<file path="config.mk">
export PLATFORM = sky130hd
export DESIGN_NAME = sy_ppl_fpr_wb_flat
export DESIGN_NICKNAME = d
export VERILOG_FILES = /design/src/rtl/sy_pkg.sv /design/src/rtl/sy_ppl_fpr_wb_if.sv /design/src/rtl/sy_ppl_fpr_wb_fifo.sv /design/src/rtl/sy_ppl_fpr_wb.sv /design/src/flat_wrapper.sv
export SDC_FILE = /design/constraint.sdc
export NUM_CORES = 1
export LEC_CHECK = 0
export CORE_MARGIN = 3
export CORE_UTILIZATION = 25
export CTS_CLUSTER_DIAMETER = 120
export DETAILED_ROUTE_END_ITERATION = 7
export PLACE_DENSITY = 0.48
export SLEW_MARGIN = 20
export SYNTH_ARGS = -nofsm -noshare
export SYNTH_HDL_FRONTEND = slang
export SYNTH_SLANG_ARGS = --single-unit
</file>
<file path="constraint.sdc">
create_clock -name clk_i -period 3.15 [get_ports clk_i]
set_clock_uncertainty 0.2 [all_clocks]
set_input_delay 0.4725 -clock clk_i [delete_from_list [all_inputs] [get_ports clk_i]]
set_output_delay 0.4725 -clock clk_i [all_outputs]
set_load 0.02 [all_outputs]
</file>
<file path="src/rtl/sy_pkg.sv">
// Shared types and sizing for the FP writeback path.
// Physical FP register file geometry and the writeback bundle.
package sy_pkg;

   localparam int PHY_FP_REG        = 48;
   localparam int PHY_REG_WTH       = 6;
   localparam int DWTH              = 64;
   localparam int FPR_WB_FIFO_DEPTH = 2;

   typedef struct packed {
      logic [PHY_REG_WTH-1:0] idx;
      logic [DWTH-1:0]        data;
   } fpr_wb_t;

endpackage

</file>
<file path="src/rtl/sy_ppl_fpr_wb_if.sv">
// Valid/ready writeback channel from a result producer (FPU or LSU).
// The master drives the result, the slave answers with ready.
interface sy_ppl_fpr_wb_if;
   import sy_pkg::*;

   logic                   vld;
   logic                   rdy;
   logic [PHY_REG_WTH-1:0] idx;
   logic [DWTH-1:0]        data;

   modport master (output vld, idx, data, input rdy);
   modport slave  (input vld, idx, data, output rdy);

endinterface

</file>
<file path="src/rtl/sy_ppl_fpr_wb_fifo.sv">
// Small fall-through FIFO of writeback bundles with a registered ready.
// An empty FIFO presents the incoming bundle directly as its head.
module sy_ppl_fpr_wb_fifo
   import sy_pkg::*;
#(
   parameter int DEPTH = FPR_WB_FIFO_DEPTH
) (
   input  logic    clk_i,
   input  logic    rst_ni,
   input  logic    push_i,
   input  fpr_wb_t din_i,
   input  logic    pop_i,
   input  logic    flush_i,
   output logic    head_vld_o,
   output fpr_wb_t head_o,
   output logic    rdy_o
);

   localparam int PW = $clog2(DEPTH);
   localparam int CW = PW + 1;

   fpr_wb_t        mem_q [DEPTH];
   logic [PW-1:0]  wptr_q, wptr_d;
   logic [PW-1:0]  rptr_q, rptr_d;
   logic [CW-1:0]  cnt_q, cnt_d;
   logic           rdy_q, rdy_d;
   logic           empty, full, bypass;
   logic           wr_en, rd_en;

   assign empty      = (cnt_q == '0);
   assign full       = (cnt_q == CW'(DEPTH));
   assign head_vld_o = !empty || push_i;
   assign head_o     = empty ? din_i : mem_q[rptr_q];
   assign rdy_o      = rdy_q;

   // A push consumed straight through the head never lands in storage.
   assign bypass = empty && push_i && pop_i;
   assign wr_en  = push_i && !bypass && !flush_i
                && (!full || pop_i);
   assign rd_en  = pop_i && !empty;

   always_comb begin
      wptr_d = wptr_q;
      rptr_d = rptr_q;
      if (wr_en) wptr_d = wptr_q + 1'b1;
      if (rd_en) rptr_d = rptr_q + 1'b1;
      unique case ({wr_en, rd_en})
         2'b10:   cnt_d = cnt_q + 1'b1;
         2'b01:   cnt_d = cnt_q - 1'b1;
         default: cnt_d = cnt_q;
      endcase
      if (flush_i) begin
         wptr_d = '0;
         rptr_d = '0;
         cnt_d  = '0;
      end
   end

   assign rdy_d = (cnt_d != CW'(DEPTH));

   always_ff @(posedge clk_i or negedge rst_ni) begin
      if (!rst_ni) begin
         wptr_q <= '0;
         rptr_q <= '0;
         cnt_q  <= '0;
         rdy_q  <= 1'b1;
         mem_q  <= '{default: '0};
      end else begin
         wptr_q <= wptr_d;
         rptr_q <= rptr_d;
         cnt_q  <= cnt_d;
         rdy_q  <= rdy_d;
         if (wr_en) mem_q[wptr_q] <= din_i;
      end
   end

endmodule

</file>
<file path="src/rtl/sy_ppl_fpr_wb.sv">
// FP writeback: buffers FPU and LSU results, drives both FP register
// file write ports and tracks per-physical-register data readiness.
module sy_ppl_fpr_wb
   import sy_pkg::*;
#(
   parameter int FIFO_DEPTH = FPR_WB_FIFO_DEPTH,
   parameter int NUM_PREG   = PHY_FP_REG,
   parameter int IDX_W      = PHY_REG_WTH
) (
   input  logic                clk_i,
   input  logic                rst_ni,
   sy_ppl_fpr_wb_if.slave      fpu_wb,
   sy_ppl_fpr_wb_if.slave      lsu_wb,
   input  logic                alloc_en_i,
   input  logic [IDX_W-1:0]    alloc_idx_i,
   input  logic                flush_i,
   output logic                fpu_reg__rdst_en_o,
   output logic [IDX_W-1:0]    fpu_reg__rdst_idx_o,
   output logic [DWTH-1:0]     fpu_reg__rdst_data_o,
   output logic                lsu_reg__rdst_en_o,
   output logic [IDX_W-1:0]    lsu_reg__rdst_idx_o,
   output logic [DWTH-1:0]     lsu_reg__rdst_data_o,
   output logic [NUM_PREG-1:0] fpr_rdy_o
);

   localparam logic [IDX_W:0] NP = (IDX_W+1)'(NUM_PREG);

   function automatic logic idx_ok(input logic [IDX_W-1:0] idx);
      return {1'b0, idx} < NP;
   endfunction

   fpr_wb_t             fpu_in, lsu_in;
   fpr_wb_t             fpu_head, lsu_head;
   fpr_wb_t             fpu_out_q, lsu_out_q;
   logic                fpu_rdy, lsu_rdy;
   logic                fpu_push, lsu_push;
   logic                fpu_hv, lsu_hv;
   logic                fpu_pop, lsu_pop;
   logic                collide;
   logic                fpu_en_q, lsu_en_q;
   logic [NUM_PREG-1:0] map_q, map_d;

   assign fpu_in    = {fpu_wb.idx, fpu_wb.data};
   assign lsu_in    = {lsu_wb.idx, lsu_wb.data};
   assign fpu_wb.rdy = fpu_rdy;
   assign lsu_wb.rdy = lsu_rdy;

   // Anything offered during a flush is discarded.
   assign fpu_push = fpu_wb.vld && fpu_rdy && !flush_i;
   assign lsu_push = lsu_wb.vld && lsu_rdy && !flush_i;

   sy_ppl_fpr_wb_fifo #(.DEPTH(FIFO_DEPTH)) u_fpu_fifo (
      .clk_i      (clk_i),
      .rst_ni     (rst_ni),
      .push_i     (fpu_push),
      .din_i      (fpu_in),
      .pop_i      (fpu_pop),
      .flush_i    (flush_i),
      .head_vld_o (fpu_hv),
      .head_o     (fpu_head),
      .rdy_o      (fpu_rdy)
   );

   sy_ppl_fpr_wb_fifo #(.DEPTH(FIFO_DEPTH)) u_lsu_fifo (
      .clk_i      (clk_i),
      .rst_ni     (rst_ni),
      .push_i     (lsu_push),
      .din_i      (lsu_in),
      .pop_i      (lsu_pop),
      .flush_i    (flush_i),
      .head_vld_o (lsu_hv),
      .head_o     (lsu_head),
      .rdy_o      (lsu_rdy)
   );

   // On a same-index clash the LSU waits so its value lands last.
   assign collide = fpu_hv && lsu_hv
                 && (fpu_head.idx == lsu_head.idx);
   assign fpu_pop = fpu_hv && !flush_i;
   assign lsu_pop = lsu_hv && !flush_i && !collide;

   always_comb begin
      map_d = map_q;
      if (fpu_en_q && idx_ok(fpu_out_q.idx))
         map_d[fpu_out_q.idx] = 1'b1;
      if (lsu_en_q && idx_ok(lsu_out_q.idx))
         map_d[lsu_out_q.idx] = 1'b1;
      if (alloc_en_i && idx_ok(alloc_idx_i))
         map_d[alloc_idx_i] = 1'b0;
   end

   always_ff @(posedge clk_i or negedge rst_ni) begin
      if (!rst_ni) begin
         fpu_en_q  <= 1'b0;
         lsu_en_q  <= 1'b0;
         fpu_out_q <= '0;
         lsu_out_q <= '0;
         map_q     <= '1;
      end else begin
         fpu_en_q <= fpu_pop;
         lsu_en_q <= lsu_pop;
         if (fpu_pop) fpu_out_q <= fpu_head;
         if (lsu_pop) lsu_out_q <= lsu_head;
         map_q <= map_d;
      end
   end

   assign fpu_reg__rdst_en_o   = fpu_en_q;
   assign fpu_reg__rdst_idx_o  = fpu_out_q.idx;
   assign fpu_reg__rdst_data_o = fpu_out_q.data;
   assign lsu_reg__rdst_en_o   = lsu_en_q;
   assign lsu_reg__rdst_idx_o  = lsu_out_q.idx;
   assign lsu_reg__rdst_data_o = lsu_out_q.data;
   assign fpr_rdy_o            = map_q;

   // Renaming never hands out one index to both lanes at once.
   a_collide: assert property (@(posedge clk_i) disable iff (!rst_ni)
      !collide)
      else $warning("fpr_wb: same-idx FPU/LSU writeback collision");

   a_fpu_idx: assert property (@(posedge clk_i) disable iff (!rst_ni)
      fpu_wb.vld |-> idx_ok(fpu_wb.idx))
      else $error("fpr_wb: FPU index out of range");

   a_lsu_idx: assert property (@(posedge clk_i) disable iff (!rst_ni)
      lsu_wb.vld |-> idx_ok(lsu_wb.idx))
      else $error("fpr_wb: LSU index out of range");

   a_alloc_idx: assert property (@(posedge clk_i) disable iff (!rst_ni)
      alloc_en_i |-> idx_ok(alloc_idx_i))
      else $error("fpr_wb: alloc index out of range");

endmodule
</file>
<file path="src/flat_wrapper.sv">
// flat-port wrapper written by rule: the top's interface ports become plain ports
module sy_ppl_fpr_wb_flat import sy_pkg::*;
#(
   parameter int FIFO_DEPTH = FPR_WB_FIFO_DEPTH,
   parameter int NUM_PREG   = PHY_FP_REG,
   parameter int IDX_W      = PHY_REG_WTH
)
  (clk_i, rst_ni, alloc_en_i, alloc_idx_i, flush_i, fpu_reg__rdst_en_o, fpu_reg__rdst_idx_o, fpu_reg__rdst_data_o, lsu_reg__rdst_en_o, lsu_reg__rdst_idx_o, lsu_reg__rdst_data_o, fpr_rdy_o, fpu_wb_vld, fpu_wb_idx, fpu_wb_data, fpu_wb_rdy, lsu_wb_vld, lsu_wb_idx, lsu_wb_data, lsu_wb_rdy);
  sy_ppl_fpr_wb_if fpu_wb_i ();
  sy_ppl_fpr_wb_if lsu_wb_i ();
  input  logic clk_i;
  input  logic rst_ni;
  input  logic alloc_en_i;
  input  logic [IDX_W-1:0] alloc_idx_i;
  input  logic flush_i;
  output logic fpu_reg__rdst_en_o;
  output logic [IDX_W-1:0] fpu_reg__rdst_idx_o;
  output logic [DWTH-1:0] fpu_reg__rdst_data_o;
  output logic lsu_reg__rdst_en_o;
  output logic [IDX_W-1:0] lsu_reg__rdst_idx_o;
  output logic [DWTH-1:0] lsu_reg__rdst_data_o;
  output logic [NUM_PREG-1:0] fpr_rdy_o;
  input wire logic [$bits(fpu_wb_i.vld)-1:0] fpu_wb_vld;
  input wire logic [$bits(fpu_wb_i.idx)-1:0] fpu_wb_idx;
  input wire logic [$bits(fpu_wb_i.data)-1:0] fpu_wb_data;
  output wire logic [$bits(fpu_wb_i.rdy)-1:0] fpu_wb_rdy;
  input wire logic [$bits(lsu_wb_i.vld)-1:0] lsu_wb_vld;
  input wire logic [$bits(lsu_wb_i.idx)-1:0] lsu_wb_idx;
  input wire logic [$bits(lsu_wb_i.data)-1:0] lsu_wb_data;
  output wire logic [$bits(lsu_wb_i.rdy)-1:0] lsu_wb_rdy;
  assign fpu_wb_i.vld = fpu_wb_vld;
  assign fpu_wb_i.idx = fpu_wb_idx;
  assign fpu_wb_i.data = fpu_wb_data;
  assign fpu_wb_rdy = fpu_wb_i.rdy;
  assign lsu_wb_i.vld = lsu_wb_vld;
  assign lsu_wb_i.idx = lsu_wb_idx;
  assign lsu_wb_i.data = lsu_wb_data;
  assign lsu_wb_rdy = lsu_wb_i.rdy;
  sy_ppl_fpr_wb #(.FIFO_DEPTH(FIFO_DEPTH), .NUM_PREG(NUM_PREG), .IDX_W(IDX_W)) u_core (.clk_i(clk_i), .rst_ni(rst_ni), .fpu_wb(fpu_wb_i), .lsu_wb(lsu_wb_i), .alloc_en_i(alloc_en_i), .alloc_idx_i(alloc_idx_i), .flush_i(flush_i), .fpu_reg__rdst_en_o(fpu_reg__rdst_en_o), .fpu_reg__rdst_idx_o(fpu_reg__rdst_idx_o), .fpu_reg__rdst_data_o(fpu_reg__rdst_data_o), .lsu_reg__rdst_en_o(lsu_reg__rdst_en_o), .lsu_reg__rdst_idx_o(lsu_reg__rdst_idx_o), .lsu_reg__rdst_data_o(lsu_reg__rdst_data_o), .fpr_rdy_o(fpr_rdy_o));
endmodule
</file>
==> key figures, run 1 <==
Synthesis
  • Synth Flop Type: dfrtp_1
  • Synthesized Nets: 1988
  • Async S/R FF share, synth: 1.000
  • Multiplexer share of the synthesized area: 0.2197
  • Synth warn: 0
  • Post-synthesis sequential area ratio: 0.5645
  • Synthesis-stage register bit count: 480
  • Synth Area in XOR/XNOR: 0.004914
  • Synth unique cells: 48
  • Main combinational cell family by area after synthesis: multiplexers
  • Mapped cell area: 21390 µm²
  • Compound-gate portion of the synthesized area: 0.09383
  • Mapped Cells: 1834
  • Post-Synth Simple-Gate Area: 0.08921
  • Mean post-synth cell area: 11.66 µm²
  • Post-synth EDFFs: 0
  • Synth Area in Adders: 0.001170

Clock network
  • Cts bufs inserted: 57
  • Root buffer cell: clkbuf_16
  • CTS clk-pin slew, worst paths: 0.06 ns
  • Htree depth: 2
  • Worst-Skew Late Latency: 0.61 ns
  • Worst-case clock buffer depth: 3
  • Clock sink count: 480
  • TritonCTS clock tree: built

Finish
  • Final #Nets: 2358
  • Most common cell after layout, fill and taps aside: dfrtp_1
  • Multi-input gate area: 8992 µm²
  • P&R area growth vs syn: 35.28%
  • Finished Core Util: 0.3436
  • Most frequent cells in the layout: dfrtp_1 (428), clkdlybuf4s50_1 (341), mux2_2 (283), nand2_1 (224), mux2i_1 (128)
  • Sequential cell area: 12080 µm²
  • Post-route insts no fill: 3385
  • Layout cells sized above 1: 0.2504
  • Fillers: 8376
  • Design Area, Final: 28940 µm²

Critical path
  • Buf+Inv Stages, Crit Path: 2
  • Worst Path Arrival: 3.36 ns
  • Reg-to-Reg Start: u_core.u_lsu_fifo.rptr_q
  • Critical path cell sequence: mux2_4 > mux2i_4 > xnor2_2 > o2111ai_2 > mux2i_2 > buf_4 > or3b_4 > buf_12 > mux2_2
  • Worst-path fanout max: 27
  • Worst path slowest cell: dfrtp_4
  • Crit path kind: reg2reg
  • Cell family with most CP delay: multiplexers
  • FF-to-FF End: u_core.u_lsu_fifo.mem_q[11]
  • CP Data Required Time: 3.43 ns
  • Flop2flop setup slack: 0.06 ns
  • Critical path startpoint category: register
  • Worst reg-to-reg path cell count: 9
  • Worst Setup End Kind: register
  • Slowest cell delay on critical path: 0.55 ns

Detailed routing
  • Metal-1 WL: 29.11 mm
  • Uppermost layer routed: met5
  • Avg Vias per Cell: 4.669
  • DRC Markers: 0
  • Detail Route Antenna Nets: 0
  • Wirelength, routed: 67.08 mm
  • Vias: 15803
  • Met2 routed WL: 32.10 mm
  • Drt first pass iters: 5
  • DRT iter0 DRCs: 729
  • Drt wl/cell: 19.82 µm
  • Met3 wire len: 4.383 mm

Pwr
  • Sw Ratio: 0.3129
  • Total Power: 0.02134 W
  • Sequential share of power: 0.409
  • Worst vdd ir: 0.4042 mV
  • Comb power frac: 0.276
  • Leakage: 12.13 nW
  • P per Cell Area: 737.6 nW/µm²
  • Cell Int Power: 0.01467 W
  • Psw: 0.006678 W
  • Clk pwr share: 0.315

Die
  • Die width: 298.5 µm
  • Initial Util: 0.2540
  • Die footprint: 89100 µm²
  • Core footprint: 84220 µm²
  • Num rows: 106
  • Die Ht: 298.5 µm
  • I/O pin cnt: 344

Outcome
  • Status: finished clean

Timing
  • RSZ-0062 raised after global routing: true
  • Slew headroom: 0.3723
  • Final Hold Viols: 0
  • Slew Limit Fails: 0
  • Fmax: 323.9 MHz
  • Worst-Margin Slew: 0.9416 ns
  • # setup viols final: 0
  • Fin crit period: 3.088 ns
  • Period utilization: 0.9802

Place
  • IO buf count: 343
  • Final HPWL DP: 45.08 mm
  • RePlAce Congestion: 0.8409
  • DP Cell Count: 3273
  • Cell Area, Placed: 26740 µm²

Hold path
  • Min-delay worst type: in2async

Global routing
  • Number of global-route vias before repair: 17014
  • Antenna violations before repair: 11
  • Grt total ovfl: 0
  • First-pass GRT wire length: 104.0 mm
  • Global Route Usage Sum: 0.1474
  • Largest net degree at the start of global routing: 129

Run
  • Max Cap Violations: 0
-- cells by family (layout without fill, tap and decap cells) --
family                     Yosys count  count (layout)
muxes                              433             433
xor gates and xnor gates            12              12
DFF                                480             480
AOI/OAI and AO/OA                  325             325
and+or+nand+nor                    449             449
adders and majority gates            2               2
buffers and inverters              133             547
other                                0               3
-- synthesized netlist by cell type, types with 4 or more instances --
cell      instances  area [µm²]
dfrtp_1         430       10760
mux2_2          285        3209
nand2_1         224       840.8
mux2i_1         141        1411
nor2_1          116       435.4
a21oi_1          97       485.5
o21ai_0          94       470.5
clkbuf_1         82       307.8
nand3_1          65       325.3
o311ai_0         53       464.2
dfstp_2          50        1314
o22ai_1          40       250.2
buf_1            23       86.33
o22a_1           17       148.9
inv_1            10       37.54
buf_2             9       45.04
nor2b_1           9       56.30
xnor2_1           9       78.83
a31oi_1           7       43.79
buf_6             7       78.83
mux2_1            7       78.83
nand3b_1          5       37.54
a22oi_1           4       30.03
and3_1            4       25.02
or3_1             4       25.02
or3b_2            4       35.03
-- through the flow --
stage | TNS, ns | hold slack, ns | setup WS [ns]
after floorplan | 0 | -0.02309 | 0.05316
after CTS | 0 | 0.1720 | 0.008797
after global placement | -14.85 | 0.2616 | -0.2732
after global routing | -0.4857 | 0.2296 | -0.04472
after detailed placement | -13.37 | 0.2701 | -0.2669
final | 0 | 0.2348 | 0.06250
-- power by group through the flow --
| stage | sequential [W] | clock, W | combinational [W] |
|---|---|---|---|
| after detailed placement | 0.00884 | 0 | 0.00589 |
| after global routing | 0.00894 | 0.00722 | 0.00638 |
| after global placement | 0.00878 | 0 | 0.00580 |
| after CTS | 0.00876 | 0.00698 | 0.00595 |
| final | 0.00873 | 0.00673 | 0.00588 |
| after floorplan | 0.00937 | 0 | 0.00245 |
-- worst max-delay path by stage --
stage                                        start  slack (ns)  depth (start not counted)                     endpoint
final                     u_core.u_lsu_fifo.rptr_q        0.06                          9  u_core.u_lsu_fifo.mem_q[11]
after global routing      u_core.u_lsu_fifo.rptr_q       -0.04                         11      u_core.u_lsu_fifo.rdy_o
after CTS                 u_core.u_lsu_fifo.rptr_q       0.009                         11      u_core.u_lsu_fifo.rdy_o
after detailed placement             lsu_wb_idx[2]       -0.27                         11      u_core.u_lsu_fifo.rdy_o
after global placement               lsu_wb_idx[2]       -0.27                         11      u_core.u_lsu_fifo.rdy_o
after floorplan           u_core.u_fpu_fifo.rptr_q        0.05                         11      u_core.u_lsu_fifo.rdy_o
-- area by class of cell --
type / count / share of cell area
clock inverters: 22 / 0.009600
repair buffers: 434 / 0.1549
inverters: 10 / 0.001297
multi-input cells: 1221 / 0.3108
diodes: 3 / 0.0002594
flip-flops and latches: 480 / 0.4175
clock buffers: 81 / 0.05656
well taps: 1134 / 0.04904
-- routing by layer --
| layer | up-vias | GRT usage |
|---|---|---|
| met3 | 105 | 0.04337 |
| met2 | 346 | 0.2486 |
| met5 | - | 0 |
| li1 | 7305 | - |
| met1 | 8033 | 0.1845 |
| met4 | 14 | 0.03711 |
-- flip-flops by register name, summed over array words and instances, names as in the netlist, 2 cells and up --
| signal | flops |
|---|---|
| u_core.lsu_reg__rdst_data_o | 64 |
| u_core.u_fpu_fifo.cnt_q | 2 |
| u_core.fpu_reg__rdst_idx_o | 6 |
| u_core.lsu_reg__rdst_idx_o | 6 |
| u_core.u_fpu_fifo.mem_q | 140 |
| u_core.u_lsu_fifo.cnt_q | 2 |
| u_core.fpu_reg__rdst_data_o | 64 |
| u_core.u_lsu_fifo.mem_q | 140 |
| u_core.fpr_rdy_o | 48 |
-- repair_timing --
item / 4_1_cts / 5_1_grt
hold buffers: 1 / 0
buffers inserted: 1 / 2
pin swaps: 5 / 9
hold endpoints to repair: 47 / 0
resized for setup: 20 / 23
endpoints found under the setup margin: 123 / 82
gates cloned: 0 / 2
No activity file was read; power rests on OpenSTA's default activity.
==> run 2, diff against run 1 <==
--- a/config.mk
+++ b/config.mk
@@ -6,11 +6,10 @@
 export NUM_CORES = 1
 export LEC_CHECK = 0
 export CORE_MARGIN = 3
-export CORE_UTILIZATION = 25
+export CORE_UTILIZATION = 49
 export CTS_CLUSTER_DIAMETER = 120
 export DETAILED_ROUTE_END_ITERATION = 7
-export PLACE_DENSITY = 0.48
-export SLEW_MARGIN = 20
+export PLACE_DENSITY = 0.8
 export SYNTH_ARGS = -nofsm -noshare
 export SYNTH_HDL_FRONTEND = slang
 export SYNTH_SLANG_ARGS = --single-unit
==> key figures, run 2 (synthesis results as in run 1) <==
Outcome
  • Status: finished clean (unchanged)

Timing
  • Final Hold Viols: 0 (unchanged)
  • Period utilization: 0.9760 (was 0.9802)
  • # setup viols final: 0 (unchanged)
  • Fin crit period: 3.074 ns (was 3.088 ns)
  • Worst hold margin: 0.1838 ns (was 0.2348 ns)
  • Slew Limit Fails: 0 (unchanged)
  • Slew headroom: 0.3515 (was 0.3723)
  • Fmax: 325.3 MHz (was 323.9 MHz)
  • Worst-Margin Slew: 0.9728 ns (was 0.9416 ns)

Die
  • Initial Util: 0.5032 (was 0.2540)
  • Num rows: 75 (was 106)
  • I/O pin cnt: 344 (unchanged)
  • Die Ht: 214.9 µm (was 298.5 µm)
  • Core footprint: 42510 µm² (was 84220 µm²)
  • Die width: 214.9 µm (was 298.5 µm)
  • Die footprint: 46190 µm² (was 89100 µm²)

Clock network
  • CTS clk-pin slew, worst paths: 0.06 ns (about the same)
  • Worst-case clock buffer depth: 3 (unchanged)
  • Root buffer cell: clkbuf_16 (unchanged)
  • Htree depth: 2 (unchanged)
  • Cts bufs inserted: 51 (was 57)
  • Clock sink count: 480 (unchanged)
  • Worst-Skew Late Latency: 0.60 ns (was 0.61 ns)
  • TritonCTS clock tree: built (unchanged)

Finish
  • Design Area, Final: 27770 µm² (was 28940 µm²)
  • Layout cells sized above 1: 0.2380 (was 0.2504)
  • Biggest regs: u_core.u_fpu_fifo.mem_q: 140 flops, u_core.u_lsu_fifo.mem_q: 140 flops (unchanged)
  • Most common cell after layout, fill and taps aside: dfrtp_1 (unchanged)
  • Most frequent cells in the layout: dfrtp_1 (428), clkdlybuf4s50_1 (341), mux2_2 (284), nand2_1 (224), mux2i_1 (130) (was dfrtp_1 (428), clkdlybuf4s50_1 (341), mux2_2 (283), nand2_1 (224), mux2i_1 (128))
  • P&R area growth vs syn: 29.85% (was 35.28%)
  • Final #Nets: 2333 (was 2358)

Global routing
  • First-pass GRT wire length: 92.29 mm (was 104.0 mm)
  • Number of global-route vias before repair: 16785 (was 17014)
  • Global Route Usage Sum: 0.2460 (was 0.1474)
  • Antenna violations before repair: 11 (unchanged)
  • Largest net degree at the start of global routing: 129 (unchanged)
  • Grt total ovfl: 0 (unchanged)

Place
  • RePlAce Congestion: 0.9223 (was 0.8409)
  • IO buf count: 343 (unchanged)
  • Final HPWL DP: 37.98 mm (was 45.08 mm)
  • Cell Area, Placed: 25800 µm² (was 26740 µm²)

Hold path
  • Min-delay worst type: in2reg (was in2async)

Critical path
  • Worst path slowest cell: dfrtp_4 (unchanged)
  • Worst-path fanout max: 6 (was 27)
  • Worst Path Arrival: 3.37 ns (was 3.36 ns)
  • Critical path cell sequence: buf_6 > mux2_4 > mux2i_4 > xnor2_2 > nand3_1 > a21o_1 > or2_4 > ha_4 > xnor2_2 > or3_1 > a21oi_2 > o21ai_1 (was mux2_4 > mux2i_4 > xnor2_2 > o2111ai_2 > mux2i_2 > buf_4 > or3b_4 > buf_12 > mux2_2)
  • Critical path startpoint category: register (unchanged)
  • Slowest cell delay on critical path: 0.52 ns (was 0.55 ns)
  • Crit path kind: reg2reg (unchanged)
  • Cell mode on critical path: xnor2_2
  • Worst Setup End Kind: register (unchanged)
  • CP Data Required Time: 3.45 ns (was 3.43 ns)

Detailed routing
  • Drt wl/cell: 20.65 µm (was 19.82 µm)
  • DRT iter0 DRCs: 1151 (was 729)
  • Detail Route Antenna Nets: 0 (unchanged)
  • Drt first pass iters: 5 (unchanged)
  • Vias: 15999 (was 15803)
  • Wirelength, routed: 57.81 mm (was 67.08 mm)
  • Avg Vias per Cell: 5.716 (was 4.669)
  • DRC Markers: 0 (unchanged)

Pwr
  • Leakage: 11.90 nW (was 12.13 nW)
  • Worst vdd ir: 0.5667 mV (was 0.4042 mV)
  • P per Cell Area: 749.5 nW/µm² (was 737.6 nW/µm²)

Run
  • Max Cap Violations: 0 (unchanged)
## run 2: changes by cell type in the layout (fill, tap and decap cells not counted), sizes merged
cell | before | now
buf | 90 | 73
clkbuf | 83 | 68
clkinv | 15 | 13
diode | 3 | 8
## run 2: repair_timing
item | in CTS | in global routing
pin swaps | 1 | 4
hold buffers | 1 | 0
endpoints found under the setup margin | 4 | 6
endpoints found under the hold margin | 162 | 0
buffers inserted | 4 | 4
resized for setup | 13 | 15
## run 2: worst paths after layout
| check | slack [ns] | to | cells after the start | startpoint |
|---|---|---|---|---|
| worst max-delay path | 0.08 | u_core.u_lsu_fifo.rdy_o | 12 | u_core.u_lsu_fifo.rptr_q |
| worst min-delay path | 0.18 | u_core.u_lsu_fifo.rptr_q | 3 | flush_i |
| worst max register to register | 0.08 | u_core.u_lsu_fifo.rdy_o | 12 | u_core.u_lsu_fifo.rptr_q |
| worst min register to register | 0.28 | u_core.lsu_reg__rdst_data_o[4] | 2 | u_core.lsu_reg__rdst_data_o[4] |
| max in group asynchronous | 1.74 | u_core.fpr_rdy_o[14] | 3 | rst_ni |
| min in group asynchronous | 0.19 | u_core.u_lsu_fifo.mem_q[50] | 2 | rst_ni |
## run 2: worst max-delay path, delay by kind of cell, from the launching register on
family          cells  cell delay (ns)
buf+inv             1             0.15
xor+xnor            2             0.27
compound gates      3             0.44
flops               1             0.52
mux                 2             0.50
fa+ha+maj           1             0.17
simple gates        3             0.72
## run 2: metal layers
layer / wire length (µm) / share of wire / GRT usage / vias up
li1: - / - / - / 7253
met1: 23030 / 0.40 / 0.3072 / 8046
met2: 28490 / 0.49 / 0.4072 / 564
met3: 4439 / 0.077 / 0.06638 / 130
met4: 1803 / 0.031 / 0.1009 / 6
met5: 39 / 0.00067 / 0 / -
## run 2: where the power goes
part	switching, W	internal (W)	leakage [nW]	total [W]
Sequential	0.000963	0.00779	6.17	0.00875
Clock	0.00247	0.00375	0.874	0.00622
Combinational	0.00299	0.00285	4.85	0.00584
## run 2: stage by stage
step	std cells	power [W]	util	setup TNS, ns	setup slack, ns
after global routing	2799	0.02180	0.6534	-0.01798	-0.01798
after floorplan	1834	0.01182	-	0	0.05316
after detailed placement	2694	0.01460	0.6069	-0.9073	-0.1618
final	2799	0.02082	0.6534	0	0.07565
after global placement	2694	0.01433	0.6069	-0.06565	-0.06565
after CTS	2787	0.02091	0.6502	0	0.02412
## run 2: area by class of cell
| cell class | instances | area (µm²) |
|---|---|---|
| Sequential cell | 480 | 12080 |
| Inverter | 10 | 37.54 |
| Multi-Input combinational cell | 1221 | 8941 |
| Clock inverter | 20 | 250.2 |
| Clock buffer | 68 | 1504 |
| Antenna cell | 8 | 20.02 |
| Tap cell | 577 | 721.9 |
| Timing Repair Buffer | 415 | 4218 |
| Fill cell | 3113 | 14740 |
==> run 3, diff against run 2 <==
--- a/config.mk
+++ b/config.mk
@@ -9,7 +9,8 @@
 export CORE_UTILIZATION = 49
 export CTS_CLUSTER_DIAMETER = 120
 export DETAILED_ROUTE_END_ITERATION = 7
-export PLACE_DENSITY = 0.8
+export GPL_ROUTABILITY_DRIVEN = 0
+export PLACE_DENSITY = 0.84
 export SYNTH_ARGS = -nofsm -noshare
 export SYNTH_HDL_FRONTEND = slang
 export SYNTH_SLANG_ARGS = --single-unit
==> key figures, run 3 (synthesis results as in run 1) <==
Outcome
  • Status: finished clean (unchanged)

Finish
  • P&R area growth vs syn: 29.94% (was 29.85%)
  • Final #Nets: 2333 (unchanged)
  • Most common cell after layout, fill and taps aside: dfrtp_1 (unchanged)
  • Layout cells sized above 1: 0.2377 (was 0.2380)
  • Finished Core Util: 0.6538 (was 0.6534)
  • Design Area, Final: 27790 µm² (was 27770 µm²)
  • Post-route insts no fill: 2799 (unchanged)
  • Most frequent cells in the layout: dfrtp_1 (428), clkdlybuf4s50_1 (341), mux2_2 (284), nand2_1 (224), mux2i_1 (130) (unchanged)
  • Biggest regs: u_core.u_fpu_fifo.mem_q: 140 flops, u_core.u_lsu_fifo.mem_q: 140 flops (unchanged)

Clock network
  • CTS clk-pin slew, worst paths: 0.06 ns (about the same)
  • Root buffer cell: clkbuf_16 (unchanged)
  • Cts bufs inserted: 50 (was 51)
  • Htree depth: 2 (unchanged)
  • TritonCTS clock tree: built (unchanged)
  • Worst-case clock buffer depth: 3 (unchanged)
  • Clock sink count: 480 (unchanged)
  • Worst-Skew Late Latency: 0.61 ns (was 0.60 ns)

Detailed routing
  • Vias: 16312 (was 15999)
  • Detail Route Antenna Nets: 0 (unchanged)
  • Wirelength, routed: 59.83 mm (was 57.81 mm)
  • Drt first pass iters: 5 (unchanged)
  • Drt wl/cell: 21.38 µm (was 20.65 µm)
  • DRT iter0 DRCs: 1488 (was 1151)
  • DRC Markers: 0 (unchanged)
  • Avg Vias per Cell: 5.828 (was 5.716)

Timing
  • Final worst slack: 0.002697 ns (was 0.07565 ns)
  • Period utilization: 0.9991 (was 0.9760)
  • # setup viols final: 0 (unchanged)
  • Slew Limit Fails: 0 (unchanged)
  • Worst-Margin Slew: 0.8294 ns (was 0.9728 ns)
  • RSZ-0062 raised after global routing: true
  • Fin crit period: 3.147 ns (was 3.074 ns)
  • Fmax: 317.7 MHz (was 325.3 MHz)
  • Slew headroom: 0.4471 (was 0.3515)
  • Final Hold Viols: 0 (unchanged)

Critical path
  • Worst Path Arrival: 3.41 ns (was 3.37 ns)
  • CP Data Required Time: 3.42 ns (was 3.45 ns)
  • Crit path kind: reg2reg (unchanged)
  • Worst-path fanout max: 11 (was 6)
  • Worst Setup End Kind: register (unchanged)
  • Critical path startpoint category: register (unchanged)

Die
  • Die Ht: 214.9 µm (unchanged)
  • Die width: 214.9 µm (unchanged)
  • Die footprint: 46190 µm² (unchanged)
  • Core footprint: 42510 µm² (unchanged)
  • Initial Util: 0.5032 (unchanged)
  • Num rows: 75 (unchanged)
  • I/O pin cnt: 344 (unchanged)

Global routing
  • M3 GR Usage: 0.06102 (was 0.06638)
  • Met1 GRT Util: 0.3079 (was 0.3072)
  • Antenna violations before repair: 9 (was 11)
  • Largest net degree at the start of global routing: 129 (unchanged)
  • Global Route Usage Sum: 0.2464 (was 0.2460)
  • Number of global-route vias before repair: 16848 (was 16785)
  • Most used routing layer: met2 (unchanged)
  • First-pass GRT wire length: 92.33 mm (was 92.29 mm)
  • Routing usage on met2: 0.4106 (was 0.4072)
  • Grt total ovfl: 0 (unchanged)

Place
  • IO buf count: 343 (unchanged)
  • Cell Area, Placed: 25710 µm² (was 25800 µm²)
  • Final HPWL DP: 38.58 mm (was 37.98 mm)
  • Pre-CTS WS: -0.1693 ns (was -0.1618 ns)
  • DP Cell Count: 2687 (was 2694)

Pwr
  • Clk pwr share: 0.287 (was 0.299)
  • Sw Ratio: 0.3164 (was 0.3086)
  • Psw: 0.006487 W (was 0.006424 W)
  • Cell Int Power: 0.01401 W (was 0.01439 W)
  • P per Cell Area: 737.6 nW/µm² (was 749.5 nW/µm²)
  • Total Power: 0.02050 W (was 0.02082 W)
  • Leakage: 11.90 nW (about the same)
  • Comb power frac: 0.285 (was 0.281)
  • Sequential share of power: 0.428 (was 0.420)
  • Worst vdd ir: 0.5895 mV (was 0.5667 mV)

Hold path
  • Min-delay worst type: in2reg (unchanged)

Run
  • Max Cap Violations: 0 (unchanged)
==> run 3: critical path: stages (launching register included) <==
cell,delay (ns)
dfrtp_4,0.51
buf_6,0.14
mux2_4,0.31
mux2i_4,0.21
xnor2_2,0.14
o2111ai_2,0.15
mux2i_1,0.17
buf_4,0.19
or3b_4,0.49
clkbuf_16,0.22
mux2_2,0.28
==> run 3: routing by layer <==
layer	part of all wire	vias up
met5	0.0012	-
met4	0.037	10
li1	-	7247
met2	0.49	670
met3	0.074	152
met1	0.39	8233
==> run 3: power by group through the flow <==
stage          Sequential (W)  Combinational, W  Clock (W)
6_report              0.00877           0.00584    0.00589
5_1_grt               0.00892           0.00626    0.00625
4_1_cts               0.00875           0.00584    0.00599
3_5_place_dp          0.00883           0.00576          0
3_3_place_gp          0.00874           0.00556          0
2_1_floorplan         0.00937           0.00245          0
==> run 3: path summary, 6_finish.rpt <==
kind,start,to,slack (ns),depth (start not counted)
setup / recovery,u_core.u_lsu_fifo.rptr_q,u_core.u_lsu_fifo.mem_q[3],0.003,10
hold / removal,flush_i,u_core.u_lsu_fifo.rptr_q,0.08,2
setup reg to reg,u_core.u_lsu_fifo.rptr_q,u_core.u_lsu_fifo.mem_q[3],0.003,10
hold reg to reg,u_core.lsu_reg__rdst_data_o[7],u_core.lsu_reg__rdst_data_o[7],0.27,2
max in group asynchronous,rst_ni,u_core.u_fpu_fifo.rptr_q,1.52,3
min in group asynchronous,rst_ni,u_core.fpu_reg__rdst_data_o[63],0.18,2
==> run 3: area by class of cell <==
class	count	area (µm²)
Tap cell	577	721.9
Fill cell	3032	14720
Clock inverter	12	165.2
Timing Repair Buffer	415	4304
Inverter	10	37.54
Sequential cell	480	12080
Multi-Input combinational cell	1222	8995
Clock buffer	78	1476
Antenna cell	5	12.51
==> run 3: timing repair <==
action,CTS,global route
pin swaps,0,7
endpoints found under the hold margin,42,0
endpoints found under the setup margin,91,110
resized for setup,13,35
gates cloned,0,7
buffers inserted,2,8
hold buffers,1,0
==> run 3: stage by stage <==
step / hold slack (ns) / TNS [ns]
final: 0.07969 / 0
after CTS: 0.03773 / 0
after global placement: 0.2157 / -0.1052
after floorplan: -0.02309 / 0
after global routing: 0.08406 / -2.184
after detailed placement: 0.2255 / -5.287
